**src/rtl/multicycle_control_unit.sv**
```systemverilog
// Multicycle MIPS sequencing control unit.
// Decodes the instruction register into datapath mux selects and walks each
// instruction through FETCH/DECODE/EXEC/MEM/WB, waiting on the memory
// handshakes, trapping on memory timeout or signed overflow, and counting
// retired instructions.
module multicycle_control_unit #(
  parameter int WORD_W      = 32,
  parameter int MEM_TIMEOUT = 15,
  parameter int CNT_W       = 32
) (
  input  logic              CLK,
  input  logic              nRST,
  input  logic [WORD_W-1:0] instr,
  input  logic              of,
  input  logic              zero,
  input  logic              ihit,
  input  logic              dhit,
  output logic              iREN,
  output logic              irWEN,
  output logic              dREN,
  output logic              dWEN,
  output logic              regWEN,
  output logic              pcWEN,
  output logic [3:0]        aluOp,
  output logic [1:0]        portb_sel,
  output logic              porta_sel,
  output logic              immExt_sel,
  output logic [1:0]        regW_sel,
  output logic [1:0]        wMemReg_sel,
  output logic [1:0]        pc_sel,
  output logic              halt,
  output logic              err,
  output logic [CNT_W-1:0]  retire_cnt
);

  // Sequencer states
  localparam logic [2:0] ST_FETCH  = 3'd0;
  localparam logic [2:0] ST_DECODE = 3'd1;
  localparam logic [2:0] ST_EXEC   = 3'd2;
  localparam logic [2:0] ST_MEM    = 3'd3;
  localparam logic [2:0] ST_WB     = 3'd4;
  localparam logic [2:0] ST_HALTED = 3'd5;
  localparam logic [2:0] ST_ERROR  = 3'd6;

  // ALU operation encodings shared with the single-cycle datapath
  localparam logic [3:0] ALU_SLL  = 4'd0;
  localparam logic [3:0] ALU_SRL  = 4'd1;
  localparam logic [3:0] ALU_ADD  = 4'd2;
  localparam logic [3:0] ALU_SUB  = 4'd3;
  localparam logic [3:0] ALU_AND  = 4'd4;
  localparam logic [3:0] ALU_OR   = 4'd5;
  localparam logic [3:0] ALU_XOR  = 4'd6;
  localparam logic [3:0] ALU_NOR  = 4'd7;
  localparam logic [3:0] ALU_SLT  = 4'd8;
  localparam logic [3:0] ALU_SLTU = 4'd9;

  // Opcodes
  localparam logic [5:0] OP_RTYPE = 6'b000000;
  localparam logic [5:0] OP_J     = 6'b000010;
  localparam logic [5:0] OP_JAL   = 6'b000011;
  localparam logic [5:0] OP_BEQ   = 6'b000100;
  localparam logic [5:0] OP_BNE   = 6'b000101;
  localparam logic [5:0] OP_ADDI  = 6'b001000;
  localparam logic [5:0] OP_ADDIU = 6'b001001;
  localparam logic [5:0] OP_SLTI  = 6'b001010;
  localparam logic [5:0] OP_SLTIU = 6'b001011;
  localparam logic [5:0] OP_ANDI  = 6'b001100;
  localparam logic [5:0] OP_ORI   = 6'b001101;
  localparam logic [5:0] OP_XORI  = 6'b001110;
  localparam logic [5:0] OP_LUI   = 6'b001111;
  localparam logic [5:0] OP_LW    = 6'b100011;
  localparam logic [5:0] OP_SW    = 6'b101011;
  localparam logic [5:0] OP_HALT  = 6'b111111;

  // R-type function codes
  localparam logic [5:0] FN_SLL  = 6'b000000;
  localparam logic [5:0] FN_SRL  = 6'b000010;
  localparam logic [5:0] FN_JR   = 6'b001000;
  localparam logic [5:0] FN_ADD  = 6'b100000;
  localparam logic [5:0] FN_ADDU = 6'b100001;
  localparam logic [5:0] FN_SUB  = 6'b100010;
  localparam logic [5:0] FN_SUBU = 6'b100011;
  localparam logic [5:0] FN_AND  = 6'b100100;
  localparam logic [5:0] FN_OR   = 6'b100101;
  localparam logic [5:0] FN_XOR  = 6'b100110;
  localparam logic [5:0] FN_NOR  = 6'b100111;
  localparam logic [5:0] FN_SLT  = 6'b101010;
  localparam logic [5:0] FN_SLTU = 6'b101011;

  // Wait counter only needs to reach MEM_TIMEOUT; it saturates so that the
  // no-timeout configuration never wraps.
  localparam int              WAIT_W    = (MEM_TIMEOUT > 0) ? $clog2(MEM_TIMEOUT + 1) : 1;
  localparam logic [WAIT_W-1:0] TIMEOUT_V = WAIT_W'(MEM_TIMEOUT);

  logic [2:0]        state_r;
  logic [2:0]        next_state_s;
  logic [WAIT_W-1:0] wait_cnt_r;
  logic              halt_r;
  logic              err_r;
  logic [CNT_W-1:0]  retire_cnt_r;

  logic [5:0] opcode_s;
  logic [5:0] funct_s;
  logic       unused_instr_s;

  // Decoded instruction class
  logic is_j_s, is_jal_s, is_jr_s, is_beq_s, is_bne_s;
  logic is_lw_s, is_sw_s, is_halt_s;
  logic alu_write_s;   // known instruction that writes the register file
  logic can_trap_s;    // signed add/sub that halts on overflow
  logic timeout_s;
  logic retire_s;

  logic [3:0] alu_op_s;
  logic [1:0] portb_sel_s;
  logic       porta_sel_s;
  logic       imm_ext_sel_s;
  logic [1:0] reg_w_sel_s;
  logic [1:0] w_mem_reg_sel_s;
  logic [1:0] pc_sel_s;

  logic i_ren_s, ir_wen_s, d_ren_s, d_wen_s, reg_wen_s, pc_wen_s;

  assign opcode_s       = instr[WORD_W-1 -: 6];
  assign funct_s        = instr[5:0];
  assign unused_instr_s = ^instr[WORD_W-7:6];

  // Instruction decode: mux selects and instruction class from the IR
  always_comb begin
    alu_op_s        = ALU_ADD;
    portb_sel_s     = 2'b00;
    porta_sel_s     = 1'b0;
    imm_ext_sel_s   = 1'b0;
    reg_w_sel_s     = 2'b00;
    w_mem_reg_sel_s = 2'b00;
    is_j_s          = 1'b0;
    is_jal_s        = 1'b0;
    is_jr_s         = 1'b0;
    is_beq_s        = 1'b0;
    is_bne_s        = 1'b0;
    is_lw_s         = 1'b0;
    is_sw_s         = 1'b0;
    is_halt_s       = 1'b0;
    alu_write_s     = 1'b0;
    can_trap_s      = 1'b0;
    case (opcode_s)
      OP_RTYPE: begin
        reg_w_sel_s = 2'b00;
        case (funct_s)
          FN_SLL:  begin alu_op_s = ALU_SLL;  portb_sel_s = 2'b01; alu_write_s = 1'b1; end
          FN_SRL:  begin alu_op_s = ALU_SRL;  portb_sel_s = 2'b01; alu_write_s = 1'b1; end
          FN_JR:   begin is_jr_s = 1'b1; end
          FN_ADD:  begin alu_op_s = ALU_ADD;  alu_write_s = 1'b1; can_trap_s = 1'b1; end
          FN_ADDU: begin alu_op_s = ALU_ADD;  alu_write_s = 1'b1; end
          FN_SUB:  begin alu_op_s = ALU_SUB;  alu_write_s = 1'b1; can_trap_s = 1'b1; end
          FN_SUBU: begin alu_op_s = ALU_SUB;  alu_write_s = 1'b1; end
          FN_AND:  begin alu_op_s = ALU_AND;  alu_write_s = 1'b1; end
          FN_OR:   begin alu_op_s = ALU_OR;   alu_write_s = 1'b1; end
          FN_XOR:  begin alu_op_s = ALU_XOR;  alu_write_s = 1'b1; end
          FN_NOR:  begin alu_op_s = ALU_NOR;  alu_write_s = 1'b1; end
          FN_SLT:  begin alu_op_s = ALU_SLT;  alu_write_s = 1'b1; end
          FN_SLTU: begin alu_op_s = ALU_SLTU; alu_write_s = 1'b1; end
          default: begin alu_write_s = 1'b0; end
        endcase
      end
      OP_J:   begin is_j_s = 1'b1; end
      OP_JAL: begin
        is_jal_s        = 1'b1;
        reg_w_sel_s     = 2'b10;
        w_mem_reg_sel_s = 2'b10;
      end
      OP_BEQ: begin is_beq_s = 1'b1; alu_op_s = ALU_SUB; imm_ext_sel_s = 1'b1; end
      OP_BNE: begin is_bne_s = 1'b1; alu_op_s = ALU_SUB; imm_ext_sel_s = 1'b1; end
      OP_ADDI: begin
        alu_op_s = ALU_ADD; portb_sel_s = 2'b10; imm_ext_sel_s = 1'b1;
        reg_w_sel_s = 2'b01; alu_write_s = 1'b1; can_trap_s = 1'b1;
      end
      OP_ADDIU: begin
        alu_op_s = ALU_ADD; portb_sel_s = 2'b10; imm_ext_sel_s = 1'b1;
        reg_w_sel_s = 2'b01; alu_write_s = 1'b1;
      end
      OP_SLTI: begin
        alu_op_s = ALU_SLT; portb_sel_s = 2'b10; imm_ext_sel_s = 1'b1;
        reg_w_sel_s = 2'b01; alu_write_s = 1'b1;
      end
      OP_SLTIU: begin
        alu_op_s = ALU_SLTU; portb_sel_s = 2'b10; imm_ext_sel_s = 1'b1;
        reg_w_sel_s = 2'b01; alu_write_s = 1'b1;
      end
      OP_ANDI: begin
        alu_op_s = ALU_AND; portb_sel_s = 2'b10; reg_w_sel_s = 2'b01; alu_write_s = 1'b1;
      end
      OP_ORI: begin
        alu_op_s = ALU_OR; portb_sel_s = 2'b10; reg_w_sel_s = 2'b01; alu_write_s = 1'b1;
      end
      OP_XORI: begin
        alu_op_s = ALU_XOR; portb_sel_s = 2'b10; reg_w_sel_s = 2'b01; alu_write_s = 1'b1;
      end
      OP_LUI: begin
        // imm on port A shifted left by the constant 16 on port B
        alu_op_s = ALU_SLL; porta_sel_s = 1'b1; portb_sel_s = 2'b11;
        reg_w_sel_s = 2'b01; alu_write_s = 1'b1;
      end
      OP_LW: begin
        is_lw_s = 1'b1; alu_op_s = ALU_ADD; portb_sel_s = 2'b10; imm_ext_sel_s = 1'b1;
        reg_w_sel_s = 2'b01; w_mem_reg_sel_s = 2'b01; alu_write_s = 1'b1;
      end
      OP_SW: begin
        is_sw_s = 1'b1; alu_op_s = ALU_ADD; portb_sel_s = 2'b10; imm_ext_sel_s = 1'b1;
      end
      OP_HALT: begin is_halt_s = 1'b1; end
      default: begin alu_write_s = 1'b0; end
    endcase
  end

  // Next-PC select, with the branch outcome taken from the ALU zero flag
  always_comb begin
    if (is_j_s || is_jal_s) begin
      pc_sel_s = 2'b10;
    end else if (is_jr_s) begin
      pc_sel_s = 2'b01;
    end else if ((is_beq_s && zero) || (is_bne_s && !zero)) begin
      pc_sel_s = 2'b11;
    end else begin
      pc_sel_s = 2'b00;
    end
  end

  assign timeout_s = (MEM_TIMEOUT != 0) && (wait_cnt_r == TIMEOUT_V);

  // Sequencer: next state, strobes and retire pulse from state + IR + handshakes
  always_comb begin
    next_state_s = state_r;
    i_ren_s      = 1'b0;
    ir_wen_s     = 1'b0;
    d_ren_s      = 1'b0;
    d_wen_s      = 1'b0;
    reg_wen_s    = 1'b0;
    pc_wen_s     = 1'b0;
    retire_s     = 1'b0;
    case (state_r)
      ST_FETCH: begin
        i_ren_s = 1'b1;
        if (ihit) begin
          ir_wen_s     = 1'b1;
          next_state_s = ST_DECODE;
        end else if (timeout_s) begin
          next_state_s = ST_ERROR;
        end else begin
          next_state_s = ST_FETCH;
        end
      end
      ST_DECODE: begin
        if (is_halt_s) begin
          next_state_s = ST_HALTED;
        end else begin
          next_state_s = ST_EXEC;
        end
      end
      ST_EXEC: begin
        if (is_j_s || is_jr_s || is_beq_s || is_bne_s) begin
          pc_wen_s     = 1'b1;
          retire_s     = 1'b1;
          next_state_s = ST_FETCH;
        end else if (is_lw_s || is_sw_s) begin
          next_state_s = ST_MEM;
        end else if (can_trap_s && of) begin
          next_state_s = ST_HALTED;
        end else begin
          next_state_s = ST_WB;
        end
      end
      ST_MEM: begin
        d_ren_s = is_lw_s;
        d_wen_s = is_sw_s;
        if (dhit) begin
          if (is_sw_s) begin
            pc_wen_s     = 1'b1;
            retire_s     = 1'b1;
            next_state_s = ST_FETCH;
          end else begin
            next_state_s = ST_WB;
          end
        end else if (timeout_s) begin
          next_state_s = ST_ERROR;
        end else begin
          next_state_s = ST_MEM;
        end
      end
      ST_WB: begin
        // Unknown encodings arrive here too and retire without writing
        reg_wen_s    = alu_write_s || is_jal_s;
        pc_wen_s     = 1'b1;
        retire_s     = 1'b1;
        next_state_s = ST_FETCH;
      end
      ST_HALTED: begin
        next_state_s = ST_HALTED;
      end
      ST_ERROR: begin
        next_state_s = ST_ERROR;
      end
      default: begin
        next_state_s = ST_ERROR;
      end
    endcase
  end

  // State register
  always_ff @(posedge CLK or negedge nRST) begin
    if (!nRST) begin
      state_r <= ST_FETCH;
    end else begin
      state_r <= next_state_s;
    end
  end

  // Memory wait counter: cleared on every state change, counts miss cycles
  always_ff @(posedge CLK or negedge nRST) begin
    if (!nRST) begin
      wait_cnt_r <= '0;
    end else if (next_state_s != state_r) begin
      wait_cnt_r <= '0;
    end else if (((state_r == ST_FETCH) || (state_r == ST_MEM)) && (wait_cnt_r != '1)) begin
      wait_cnt_r <= wait_cnt_r + WAIT_W'(1);
    end else begin
      wait_cnt_r <= wait_cnt_r;
    end
  end

  // Sticky halt / error flags, set together with the trap state
  always_ff @(posedge CLK or negedge nRST) begin
    if (!nRST) begin
      halt_r <= 1'b0;
      err_r  <= 1'b0;
    end else begin
      halt_r <= halt_r || (next_state_s == ST_HALTED) || (next_state_s == ST_ERROR);
      err_r  <= err_r  || (next_state_s == ST_ERROR);
    end
  end

  // Saturating retired-instruction counter
  always_ff @(posedge CLK or negedge nRST) begin
    if (!nRST) begin
      retire_cnt_r <= '0;
    end else if (retire_s && (retire_cnt_r != '1)) begin
      retire_cnt_r <= retire_cnt_r + CNT_W'(1);
    end else begin
      retire_cnt_r <= retire_cnt_r;
    end
  end

  assign iREN        = i_ren_s;
  assign irWEN       = ir_wen_s;
  assign dREN        = d_ren_s;
  assign dWEN        = d_wen_s;
  assign regWEN      = reg_wen_s;
  assign pcWEN       = pc_wen_s;
  assign aluOp       = alu_op_s;
  assign portb_sel   = portb_sel_s;
  assign porta_sel   = porta_sel_s;
  assign immExt_sel  = imm_ext_sel_s;
  assign regW_sel    = reg_w_sel_s;
  assign wMemReg_sel = w_mem_reg_sel_s;
  assign pc_sel      = pc_sel_s;
  assign halt        = halt_r;
  assign err         = err_r;
  assign retire_cnt  = retire_cnt_r;

endmodule
```
**config.mk**
```make
export PLATFORM = sky130hd
export DESIGN_NAME = multicycle_control_unit
export DESIGN_NICKNAME = d
export VERILOG_FILES = /design/src/rtl/multicycle_control_unit.sv
export SDC_FILE = /design/constraint.sdc
export NUM_CORES = 1
export LEC_CHECK = 0
export CELL_PAD_IN_SITES_DETAIL_PLACEMENT = 0
export CELL_PAD_IN_SITES_GLOBAL_PLACEMENT = 1
export CORE_AREA = 2 2 92 94
export DETAILED_ROUTE_END_ITERATION = 10
export DIE_AREA = 0 0 94 96
export HOLD_SLACK_MARGIN = 0.1
export PLACE_DENSITY_LB_ADDON = 0.1
export SYNTH_ARGS = -nofsm -noshare
export SYNTH_HDL_FRONTEND = slang
export SYNTH_SLANG_ARGS = --single-unit
```
**constraint.sdc**
```tcl
create_clock -name CLK -period 2.65 [get_ports CLK]
set_clock_uncertainty 0.15 [all_clocks]
set_input_delay 0.265 -clock CLK [delete_from_list [all_inputs] [get_ports CLK]]
set_output_delay 0.265 -clock CLK [all_outputs]
set_load 0.005 [all_outputs]
```
==> results.py, run 1 <==
metrics = {
    "drt": {
        "wl_mm": 7.38,
        "first_pass_iters": 4,
        "viasPerCell": 5.02,
        "wl_met3_um": 261,
        "wl_per_cell_um": 14.4,
        "dr_wl_met2_mm": 3.59,
        "drt_iter0_markers": 90,
        "vias": 2573,
        "drc": 0,
        "detail-route-antenna-nets": 0,
        "wirelength_met1_mm": 3.47,
        "top_layer_used": "met4",
    },
    "floorplan": {
        "initial_core_util_pct": 33.2,
        "row_count": 33,
        "dieWidth_um": 94,
        "core-area_mm2": 0.00805,
        "die_h_um": 96,
        "die_area_mm2": 0.00902,
        "io-pin-count": 92,
    },
    "power_and_ir_drop": {
        "clkPwrFrac_pct": 23.5,
        "p_sw_uw": 720,
        "power_density_mw_per_mm2": 550,
        "p_int_uw": 1440,
        "p_leak_uw": 0.00170,
        "sequentialPowerShare_pct": 36.7,
        "peakVddDrop_mv": 0.372,
        "p_sw_share_pct": 33.3,
        "p_comb_share_pct": 39.8,
    },
    "layout": {
        "seqCellArea_mm2": 0.00103,
        "areaGrowthSynthToFinish_pct": 47.1,
        "fin_area_mm2": 0.00393,
        "multi_input_area_mm2": 0.00156,
        "drive_above_1_share_pct": 17.9,
        "fill_cells": 796,
        "num_antenna_cells": 0,
        "fin_nets": 447,
        "fin_util_pct": 48.8,
    },
    "sta": {
        "hold_violations": 0,
        "relSlewSlack_pct": 39.2,
        "drv_slew": 0,
        "worst_pin_slew_ns": 0.912,
        "period_share_pct": 96.1,
        "hold_slack_ns": 0.318,
        "final.min_clock_period_ns": 2.55,
        "setup_viol": 0,
        "rsz0062_at_grt": "no",
        "fmax_ghz": 0.393,
        "finalSetupTns_ns": 0,
    },
    "critical_path": {
        "startpoint": "instr[0]",
        "worst-path-max-fanout": 3,
        "timing.rr.start": "retire_cnt[0]$_DFFE_PN0P_",
        "crit_type": "primary input to primary output",
        "cp_common_cell": "clkdlybuf4s50_1",
        "arrival_ns": 2.13,
        "max_stage_delay_ns": 0.51,
        "start_kind": "primary input",
        "cp_cell_sequence": "clkdlybuf4s50_1, or3_1, and4b_1, buf_4, o21bai_1, clkdlybuf4s50_1",
        "critPathSlowestCell": "clkdlybuf4s50_1",
        "critPathRequiredTime_ns": 2.24,
        "crit_family": "buffers and inverters",
        "endpoint_kind": "primary output",
        "critical_path_buf_inv_count": 3,
    },
    "min_path": {
        "hp-class": "register to register",
        "hp-start": "err$_DFF_PN0_",
    },
    "clock_tree": {
        "root_buffer": "clkbuf_8",
        "clk_pin_slew_ns": 0.08,
        "cts_tree": "done",
        "postCtsSetupRepairBufs": 0,
        "ctsHtreeMaxLevel": 2,
        "clkSinkCount": 41,
        "cts_buffers": 5,
        "clockBufferDepth": 2,
        "clkLatencyLatePin_ns": 0.29,
    },
    "logic_synthesis": {
        "ys_seq_area_share_pct": 38.4,
        "syn_area_mm2": 0.00267,
        "synth_flop_cell": "dfrtp_1",
        "synth.most_common_cell": "dfrtp_1",
        "ys_types": 56,
        "yosysTopAreaCell": "dfrtp_1",
        "async_flop_share_pct": 100,
        "yosys_warnings": 0,
        "syn_avg_cell_area_um2": 9.09,
        "ys_top_cells_by_count": "dfrtp_1, nand2_1, nor2_1, xnor2_1, nand4_1",
        "synth_enable_flop_cells": 0,
        "syn_nets": 334,
        "synthTopCellsByArea": "dfrtp_1, xnor2_1, nand4_1, xor2_1, nand2_1",
        "ys_ff_latch": 41,
        "synth_top_area_share_pct": 38.4,
        "netlist_instances": 294,
    },
    "placement": {
        "gp_congestion": 0.831,
        "dpl_cell_area_mm2": 0.00380,
        "dp_hpwl_mm": 5.68,
        "portBuffers": 71,
    },
    "global_routing": {
        "grt_max_degree": 42,
        "grt_pass1_vias": 2412,
        "grt_pass1_wl_mm": 11.7,
        "grt_overflow": 0,
        "antenna_found_initial": 0,
        "grt_usage_pct": 16.3,
    },
    "status": {
        "outcome": "finished clean",
    },
    "run": {
        "drv_cap": 0,
    },
}
## cell families (layout without fill, tap and decap cells)
group	count (synthesis)	count (layout)	synth area share (%)
simple gates	151	151	32.4
compound gates	43	43	11.2
flops	41	41	38.4
xor+xnor	35	35	12.0
buf+inv	18	132	3.56
mux	4	4	1.54
fa+ha+maj	2	2	0.936
## flip-flops by register name, summed over array words and instances (netlist names)
signal / flops
wait_cnt_r: 4
err: 1
state_r: 3
halt: 1
retire_cnt: 32
## power groups by stage
| stage | sequential (uW) | clock [uW] | combinational [uW] |
|---|---|---|---|
| detailed placement | 806 | 0 | 868 |
| global route | 807 | 546 | 959 |
| floorplan | 795 | 0 | 472 |
| finish | 793 | 509 | 861 |
| global placement | 804 | 0 | 866 |
| CTS | 795 | 520 | 872 |
## routing by layer
metal  track usage (%)  vias up
li1                  -     1294
met1              22.0     1228
met5                 0        -
met3              2.58        6
met2              27.8       45
met4              3.62        0
## worst paths after layout
path                            depth (start not counted)  slack [ns]                    endpoint
max in group asynchronous                               2        1.30  retire_cnt[10]$_DFFE_PN0P_
worst min register to register                          1        0.32               err$_DFF_PN0_
worst max-delay path                                    6        0.10                   pc_sel[0]
worst min-delay path                                    1        0.32               err$_DFF_PN0_
min in group asynchronous                               2        0.49  retire_cnt[24]$_DFFE_PN0P_
worst max register to register                          9        0.34  retire_cnt[12]$_DFFE_PN0P_
## stage by stage
stage / power (uW) / worst slack (ns) / cells
final: 2160 / 0.103 / 513
after global routing: 2310 / 0.0133 / 513
after CTS: 2190 / 0.0212 / 513
after detailed placement: 1670 / -0.122 / 504
after global placement: 1670 / -0.0912 / 504
after floorplan: 1270 / 0.529 / 294
## placed cells by master (no fill, tap or decap), types with 2 or more instances in the layout
cell type / instances
clkdlybuf4s50_1: 64
buf_4: 46
dfrtp_1: 41
nand2_1: 26
nor2_1: 26
xnor2_1: 21
nand4_1: 18
nand3_1: 17
xor2_1: 12
a21oi_1: 9
nor3_1: 9
and3_1: 9
o21ai_0: 6
nor2b_1: 6
nand2b_1: 6
inv_1: 5
clkbuf_8: 5
dlygate4sd2_1: 5
a31oi_1: 4
and2_1: 4
o31ai_1: 4
nand4b_1: 3
or3_1: 3
nor4_2: 3
o22ai_1: 3
mux2i_1: 3
and4_1: 3
and4b_1: 2
o32ai_1: 2
nor3b_1: 2
or3b_2: 2
a21o_1: 2
nor4_1: 2
or3_4: 2
xnor2_2: 2
ha_1: 2
## layout make-up
| type | instances | area share, % |
|---|---|---|
| multi-input combinational | 235 | 39.8 |
| timing repair buffer | 119 | 27.4 |
| sequential | 41 | 26.1 |
| tap | 105 | 3.34 |
| clock buffer | 5 | 1.75 |
| clock inverter | 3 | 1.11 |
| inverter | 5 | 0.478 |
## what timing repair did
item	in CTS	in global routing
hold endpoints to repair	41	0
hold buffers	1	0
pin swaps	1	0
gates resized for setup	6	3
endpoints found under the setup margin	4	6
Note: power is estimated with default switching activity, not from simulation.
==> run 2: changes to the inputs <==
==> constraint.sdc (replaced) <==
create_clock -name CLK -period 2.65 [get_ports CLK]
set_clock_uncertainty 0.15 [all_clocks]
set_input_delay 0.53 -clock CLK [delete_from_list [all_inputs] [get_ports CLK]]
set_output_delay 0.53 -clock CLK [all_outputs]
set_load 0.005 [all_outputs]
==> run 2 against run 1 <==
Sequential share of layout area fell by 1.2 points. Hold slack got worse by 0.11 ns. First-iteration DRC count fell by 22%. Cell count rose by 4.9%. Sequential power fell by 0.8%. Via count rose by 7.0%. Worst setup slack got worse by 0.095 ns. Die area did not move. Cell area rose by 5.0%. Global-route usage rose by 1.6 points. Critical endpoint is now porta_sel.
==> results.py, run 2 (synthesized netlist as in run 1, its figures left out) <==
metrics = {
    "min_path": {
        "hp-class": "primary input to async pin",
    },
    "sta": {
        "period_share_pct": 99.7,
        "hold_violations": 0,
        "setup_viol": 0,
        "fmax_ghz": 0.379,
        "drv_slew": 0,
        "rsz0062_at_grt": "yes",
        "final.min_clock_period_ns": 2.64,
        "finalSetupTns_ns": 0,
        "fin_ws_ns": 0.00810,
        "worst_pin_slew_ns": 0.914,
        "relSlewSlack_pct": 39.1,
    },
    "layout": {
        "fin_nets": 472,
        "largest_reg_flops": 32,
        "instances_no_fill": 538,
        "num_antenna_cells": 0,
        "drive_above_1_share_pct": 28.2,
        "fin_area_mm2": 0.00413,
        "layout_common_cells": "buf_4, clkdlybuf4s50_1, dfrtp_1",
        "areaGrowthSynthToFinish_pct": 54.4,
        "layout_commonest_cell": "buf_4",
    },
    "critical_path": {
        "rrSetupSlack_ns": 0.32,
        "critPathRequiredTime_ns": 1.97,
        "arrival_ns": 1.96,
        "start_kind": "primary input",
        "ff2ff_path_depth": 7,
        "endpoint_kind": "primary output",
        "timing.rr.start": "retire_cnt[0]$_DFFE_PN0P_",
        "reg2reg_to": "retire_cnt[5]$_DFFE_PN0P_",
        "crit_type": "primary input to primary output",
        "startpoint": "instr[31]",
        "worst-path-max-fanout": 5,
    },
    "placement": {
        "portBuffers": 71,
        "gp_congestion": 0.847,
        "place_ws_ns": -0.496,
        "dp_hpwl_mm": 5.83,
        "dpl_cell_area_mm2": 0.00392,
        "dpl.cell_count": 522,
    },
    "floorplan": {
        "initial_core_util_pct": 33.2,
        "die_h_um": 96,
        "die_area_mm2": 0.00902,
        "dieWidth_um": 94,
        "io-pin-count": 92,
        "core-area_mm2": 0.00805,
        "row_count": 33,
    },
    "drt": {
        "detail-route-antenna-nets": 0,
        "drc": 0,
        "drt_iter0_markers": 70,
        "top_layer_used": "met4",
        "wirelength_met1_mm": 3.57,
        "wl_per_cell_um": 14.4,
        "wl_met3_um": 291,
        "vias": 2753,
        "dr_wl_met2_mm": 3.77,
        "viasPerCell": 5.12,
        "wl_mm": 7.75,
        "first_pass_iters": 4,
    },
    "global_routing": {
        "grt_pass1_wl_mm": 12.9,
        "grt_usage_pct": 18.0,
        "grt_max_degree": 42,
        "grt_pass1_vias": 2647,
        "antenna_found_initial": 0,
        "grt_overflow": 0,
    },
    "clock_tree": {
        "cts_tree": "done",
        "clockBufferDepth": 2,
        "clkSinkCount": 41,
        "cts_buffers": 5,
        "clk_pin_slew_ns": 0.09,
        "clkLatencyLatePin_ns": 0.30,
        "root_buffer": "clkbuf_8",
        "ctsHtreeMaxLevel": 2,
    },
    "power_and_ir_drop": {
        "power_density_mw_per_mm2": 526,
        "p_total_uw": 2170,
        "peakVddDrop_mv": 0.364,
        "p_leak_uw": 0.00188,
    },
    "status": {
        "outcome": "finished clean",
    },
    "run": {
        "drv_cap": 0,
    },
}
[run 2: routing by layer]
layer	track usage, %	vias up
li1	-	1351
met1	24.0	1325
met2	30.6	67
met3	2.35	10
met4	5.19	0
met5	0	-
[run 2: layout make-up]
class | instances | area [um2]
Clock buffer | 7 | 96.3
Clock inverter | 1 | 8.76
Fill cell | 787 | 3930
Inverter | 5 | 18.8
Multi-Input combinational cell | 235 | 1640
Sequential cell | 41 | 1030
Tap cell | 105 | 131
Timing Repair Buffer | 144 | 1210
[run 2: per-stage QoR]
stage	hold WS, ns	util (%)
finish	0.204	51.3
global route	0.287	51.3
global placement	0.307	48.7
detailed placement	0.310	48.7
floorplan	0.0844	-
CTS	0.245	51.2
[run 2: worst max-delay path by stage]
stage,slack [ns],cells past startpoint,endpoint
floorplan,0.26,8,retire_cnt[8]$_DFFE_PN0P_
global placement,-0.53,8,portb_sel[1]
detailed placement,-0.50,8,portb_sel[1]
CTS,-0.03,7,porta_sel
global route,-0.06,7,porta_sel
finish,0.008,7,porta_sel
[run 2: power by group]
group	total, uW	switching (uW)	internal (uW)
registers	787	87.0	700
logic	915	426	489
clock network	468	228	241
total	2170	740	1430
[run 2: critical path, cell delays in order]
cell	delay, ns
dlygate4sd2_1	0.26
buf_4	0.16
buf_4	0.15
nor2_4	0.15
nand3_2	0.11
nor2_1	0.10
clkdlybuf4s50_1	0.51
[run 2: repair_timing]
item | CTS | global route
setup buffers | 7 | 1
resized for setup | 63 | 14
endpoints found under the setup margin | 34 | 18
hold buffers | 0 | 0
pin swaps | 9 | 4
==> patch 1 (config.mk and constraints of run 1) <==
Put a register stage on the output `porta_sel`, with the module's reset. The value now appears one clock later. The other outputs are not delayed to match.
--- a/src/rtl/multicycle_control_unit.sv
+++ b/src/rtl/multicycle_control_unit.sv
@@ -358,7 +358,13 @@
   assign pcWEN       = pc_wen_s;
   assign aluOp       = alu_op_s;
   assign portb_sel   = portb_sel_s;
-  assign porta_sel   = porta_sel_s;
+  always_ff @(posedge CLK or negedge nRST) begin
+    if (!nRST) begin
+      porta_sel <= '0;
+    end else begin
+      porta_sel <= porta_sel_s;
+    end
+  end
   assign immExt_sel  = imm_ext_sel_s;
   assign regW_sel    = reg_w_sel_s;
   assign wMemReg_sel = w_mem_reg_sel_s;
Function: changed (a bounded check fails within 4 cycles, from zero or initial values and one cycle with nRST low).
==> patch 1 against run 1 <==
Final area rose by 2.8%; largest cell class unchanged; total power rose by 2.8%; count of clock-buffer cells in the layout did not move; fmax rose by 0.96%; critical endpoint is now retire_cnt[1]$_DFFE_PN0P_; sequential cell count rose by 1; wire length rose by 3.2%; area after synthesis rose by 4.2%; worst setup slack improved by 0.024 ns.
==> patch 1: results (changes against run 1) <==
setup_path:
  critPathSlowestCell: "or4b_4"  # was clkdlybuf4s50_1
  cp_max_fo: 10  # was 3
  max_stage_delay_ns: 0.58  # was 0.51 ns
  cp.arrival_ns: 2.56  # was 2.13 ns
drt:
  first_pass_iters: 4  # unchanged
  vias_per_cell: 5.17  # was 5.02
  dr.first_iter.drc_count: 89  # was 90
  met3_length_um: 246  # was 261 µm
  wl_met1_mm: 3.61  # was 3.47 mm
  maxUsedRoutingLayer: "met4"  # unchanged
  routed_wirelength_mm: 7.61  # was 7.38 mm
  met2_wirelength_mm: 3.69  # was 3.59 mm
global_routing:
  grt_use_total_pct: 17.9  # was 16.3%
  grt_pass1_wl_mm: 12.9  # was 11.7 mm
  grt_pass1_vias: 2733  # was 2412
  grt_max_degree: 43  # was 42
  antenna_found_initial: 0  # unchanged
clocking:
  clk_pin_slew_ns: 0.08  # about the same
  clock_tree.buffer_depth: 2  # unchanged
  cts_root_buf: "clkbuf_8"  # unchanged
  insertion_delay_ns: 0.30
  h-tree-depth: 2  # unchanged
  numCtsBuffers: 5  # unchanged
placed_design:
  gp_congestion: 0.846  # was 0.831
  dp_hpwl_mm: 5.70  # was 5.68 mm
  numPortBuffers: 71  # unchanged
  placed_area_mm2: 0.00385  # was 0.00380 mm²
finish:
  fill_cells: 806  # was 796
  ff_latch_area_mm2: 0.00105  # was 0.00103 mm²
  drive_above_1_share_pct: 17.6  # was 17.9%
  largest_reg_flops: 32  # unchanged
  diodes: 0  # unchanged
  layout.nets: 465  # was 447
synthesis:
  yosysUniqueCellTypes: 60  # was 56
  synthArstFlopShare_pct: 100  # unchanged
  yosys-top-cells-count: "dfrtp_1, nor2_1, xnor2_1"  # was dfrtp_1, nand2_1, nor2_1
  syn_nets: 357  # was 334
  synth_area_leaders: "dfrtp_1, xnor2_1, nand3_1"  # was dfrtp_1, xnor2_1, nand4_1
  ys_warn_count: 0  # unchanged
  seq_area_frac_synth_pct: 37.8  # was 38.4%
pwr:
  vdd_drop_max_uv: 247  # was 372 µV
  leakage_nw: 1.63  # was 1.70 nW
status:
  status: "complete, no violations"  # unchanged
worst_hold_path:
  hold_class: "flip-flop to flip-flop"  # unchanged
timing:
  worst_pin_slew_ns: 0.927  # was 0.912 ns
[patch 1: cell count changes in the layout (fill, tap and decap cells not counted), sizes merged, moves of 5 or more]
cell,before,now
nor2,26,33
nand3,18,29
xnor2,23,28
xor2,12,5
o21ai,6,11
buf,48,43
[patch 1: path summary, 6_finish.rpt]
kind | from | end | slack [ns] | cells past startpoint
max reg2reg | retire_cnt[8]$_DFFE_PN0P_ | retire_cnt[30]$_DFFE_PN0P_ | 0.35 | 6
max in group asynchronous | nRST | retire_cnt[6]$_DFFE_PN0P_ | 1.28 | 2
min reg2reg | err$_DFF_PN0_ | err$_DFF_PN0_ | 0.33 | 1
min | err$_DFF_PN0_ | err$_DFF_PN0_ | 0.33 | 1
min in group asynchronous | nRST | retire_cnt[0]$_DFFE_PN0P_ | 0.49 | 2
max | instr[2] | retire_cnt[1]$_DFFE_PN0P_ | 0.13 | 7
[patch 1: routing by layer]
metal | vias to the layer above | track usage (%)
met5 | - | 0
met2 | 54 | 30.2
met1 | 1326 | 24.3
met4 | 0 | 4.23
met3 | 5 | 2.51
li1 | 1362 | -
[patch 1: timing repair]
action | 4_1_cts | 5_1_grt
endpoints found under the hold margin | 42 | 0
pin swaps | 2 | 4
setup buffers | 0 | 3
resized for setup | 13 | 1
setup endpoints to repair | 7 | 1
hold buffers | 1 | 0
[patch 1: critical path: cells and delay by family]
kind	cells	cell delay, ns
multiplexers	1	0.35
AO/OA/AOI/OAI	2	0.41
AND/OR/NAND/NOR	2	0.93
buffers and inverters	2	0.59
[patch 1: final cells by class]
class,count,share of cell area [%]
Tap cell,105,3.25
Inverter,6,0.557
Clock buffer,5,1.70
Sequential cell,42,26.0
Timing Repair Buffer,114,25.4
Clock inverter,3,1.70
Multi-Input combinational cell,256,41.4
[patch 1: report_power, final]
part,internal [mW],switching [mW]
Combinational,0.412,0.342
Clock,0.378,0.234
Sequential,0.717,0.141
Total,1.51,0.717
[patch 1: cell families (layout without fill, tap and decap cells)]
logic type / after synthesis / after routing / share of synthesized area [%]
simple gates: 170 / 170 / 34.0
compound gates: 48 / 48 / 12.4
flops: 42 / 42 / 37.8
xor+xnor: 33 / 33 / 10.4
buf+inv: 19 / 128 / 3.24
mux: 3 / 3 / 1.30
fa+ha+maj: 2 / 2 / 0.899
[patch 1: through the flow]
stage	setup slack (ns)	instances	utilization, %
2_1_floorplan	0.411	317	-
3_3_place_gp	-0.145	519	47.8
3_5_place_dp	-0.159	519	47.8
4_1_cts	-0.0469	528	49.9
5_1_grt	0.00824	531	50.2
6_report	0.128	531	50.2
==> patch 2 (flow settings as in run 1) <==
Made on the original files. Change the parameter `CNT_W` from 32 to 64.
--- a/src/rtl/multicycle_control_unit.sv
+++ b/src/rtl/multicycle_control_unit.sv
@@ -6,7 +6,7 @@
 module multicycle_control_unit #(
   parameter int WORD_W      = 32,
   parameter int MEM_TIMEOUT = 15,
-  parameter int CNT_W       = 32
+  parameter int CNT_W       = 64
 ) (
   input  logic              CLK,
   input  logic              nRST,
Interface: changed (resized retire_cnt); port bits go from 92 to 124. No check against the original RTL was run, so the function may have changed too.
==> patch 2 against run 1 <==
Wire length increased by 55%; worst setup slack about the same; total power increased by 35%; die area unchanged; sequential cell count increased by 32; final area increased by 55%; sequential share of layout area increased by 3.8 points; area after synthesis increased by 58%; highest routed layer unchanged.
==> patch 2: results (changes against run 1) <==
synthesis:
  synthXorXnorAreaFrac_pct: 13.7  # was 12.0%
  yosys-top-cells-count: "dfrtp_1, nand2_1, nor2_1"  # unchanged
  yosysUniqueCellTypes: 53  # was 56
  synth_fa_ha_area_share_pct: 0.591  # was 0.936%
  syn_inst: 463  # was 294
  synthMuxAreaShare_pct: 0.473  # was 1.54%
drt:
  wl_met1_mm: 4.98  # was 3.47 mm
  dr.first_iter.drc_count: 177  # was 90
  routed_wirelength_mm: 11.4  # was 7.38 mm
  vias: 4152  # was 2573
global_routing:
  grt_use_total_pct: 25.9  # was 16.3%
  grt_pass1_vias: 3995  # was 2412
  grt_max_degree: 74  # was 42
  grt_pass1_wl_mm: 18.5  # was 11.7 mm
pwr:
  leakage_nw: 2.61  # was 1.70 nW
  vdd_drop_max_uv: 468  # was 372 µV
clocking:
  insertion_delay_ns: 0.35  # was 0.29 ns
  numCtsBuffers: 9  # was 5
timing:
  worst_pin_slew_ns: 0.902  # was 0.912 ns
setup_path:
  reg2reg_depth: 8  # was 9
  cp_max_fo: 2  # was 3
  max_stage_delay_ns: 0.54  # was 0.51 ns
placed_design:
  placed_area_mm2: 0.00585  # was 0.00380 mm²
  dp_hpwl_mm: 8.55  # was 5.68 mm
  placedCellCount: 727  # was 504
  numPortBuffers: 103  # was 71
  gp_congestion: 0.913  # was 0.831
finish:
  fill_cells: 605  # was 796
  drive_above_1_share_pct: 18.6  # was 17.9%
  largest_reg_flops: 64  # was 32
  layout.nets: 676  # was 447
  layoutNonFillerInstCount: 746  # was 513
status:
  status: "complete, no violations"  # unchanged
floorplan:
  start_util_pct: 52.6  # was 33.2%
patch 2: cells by family after synthesis:
kind of cell             count (synthesis)
multiplexers                             2
XOR/XNOR                                66
buffers and inverters                   28
AND/OR/NAND/NOR                        253
flip-flops                              73
AO/OA/AOI/OAI                           39
adder cells (fa/ha/maj)                  2
patch 2: worst paths after layout:
kind / slack [ns] / startpoint / to
worst max-delay path: 0.10 / instr[0] / pcWEN
worst min-delay path: 0.34 / retire_cnt[22]$_DFFE_PN0P_ / retire_cnt[22]$_DFFE_PN0P_
worst max register to register: 0.16 / retire_cnt[41]$_DFFE_PN0P_ / retire_cnt[62]$_DFFE_PN0P_
worst min register to register: 0.34 / retire_cnt[22]$_DFFE_PN0P_ / retire_cnt[22]$_DFFE_PN0P_
max in group asynchronous: 1.21 / nRST / retire_cnt[15]$_DFFE_PN0P_
min in group asynchronous: 0.54 / nRST / retire_cnt[5]$_DFFE_PN0P_
patch 2: stage by stage:
step           power [mW]  util, %
6_report             2.93     75.9
3_3_place_gp         2.13     72.7
5_1_grt              3.10     75.9
4_1_cts              2.94     75.1
3_5_place_dp         2.16     72.7
2_1_floorplan        1.81        -
patch 2: report_power, final:
| group | leakage (nW) | internal [mW] | switching (mW) | total (mW) |
|---|---|---|---|---|
| clock network | 0.0827 | 0.341 | 0.423 | 0.764 |
| logic | 1.58 | 0.421 | 0.439 | 0.860 |
| registers | 0.942 | 1.18 | 0.120 | 1.30 |
| total | 2.61 | 1.95 | 0.982 | 2.93 |
patch 2: routing by layer:
layer | vias to the layer above | track usage [%]
li1 | 2011 | -
met5 | - | 0
met3 | 20 | 3.99
met4 | 0 | 8.94
met2 | 117 | 45.4
met1 | 2004 | 32.8
patch 2: timing repair:
item	in CTS	in global routing
endpoints found under the hold margin	73	0
resized for setup	6	16
setup buffers	1	1
pin swaps	1	3
endpoints found under the setup margin	7	27
hold buffers	1	0
patch 2: area by class of cell:
type,instances,area share [%]
flip-flops and latches,73,29.9
inverters,9,0.553
clock inverters,6,0.696
repair buffers,181,26.8
well taps,105,2.15
clock buffers,10,2.09
multi-input cells,362,37.8
patch 2: worst max-delay path, delay by kind of cell:
kind	cells	cell delay [ns]
compound gates	2	0.37
buf+inv	2	0.98
simple gates	2	0.51
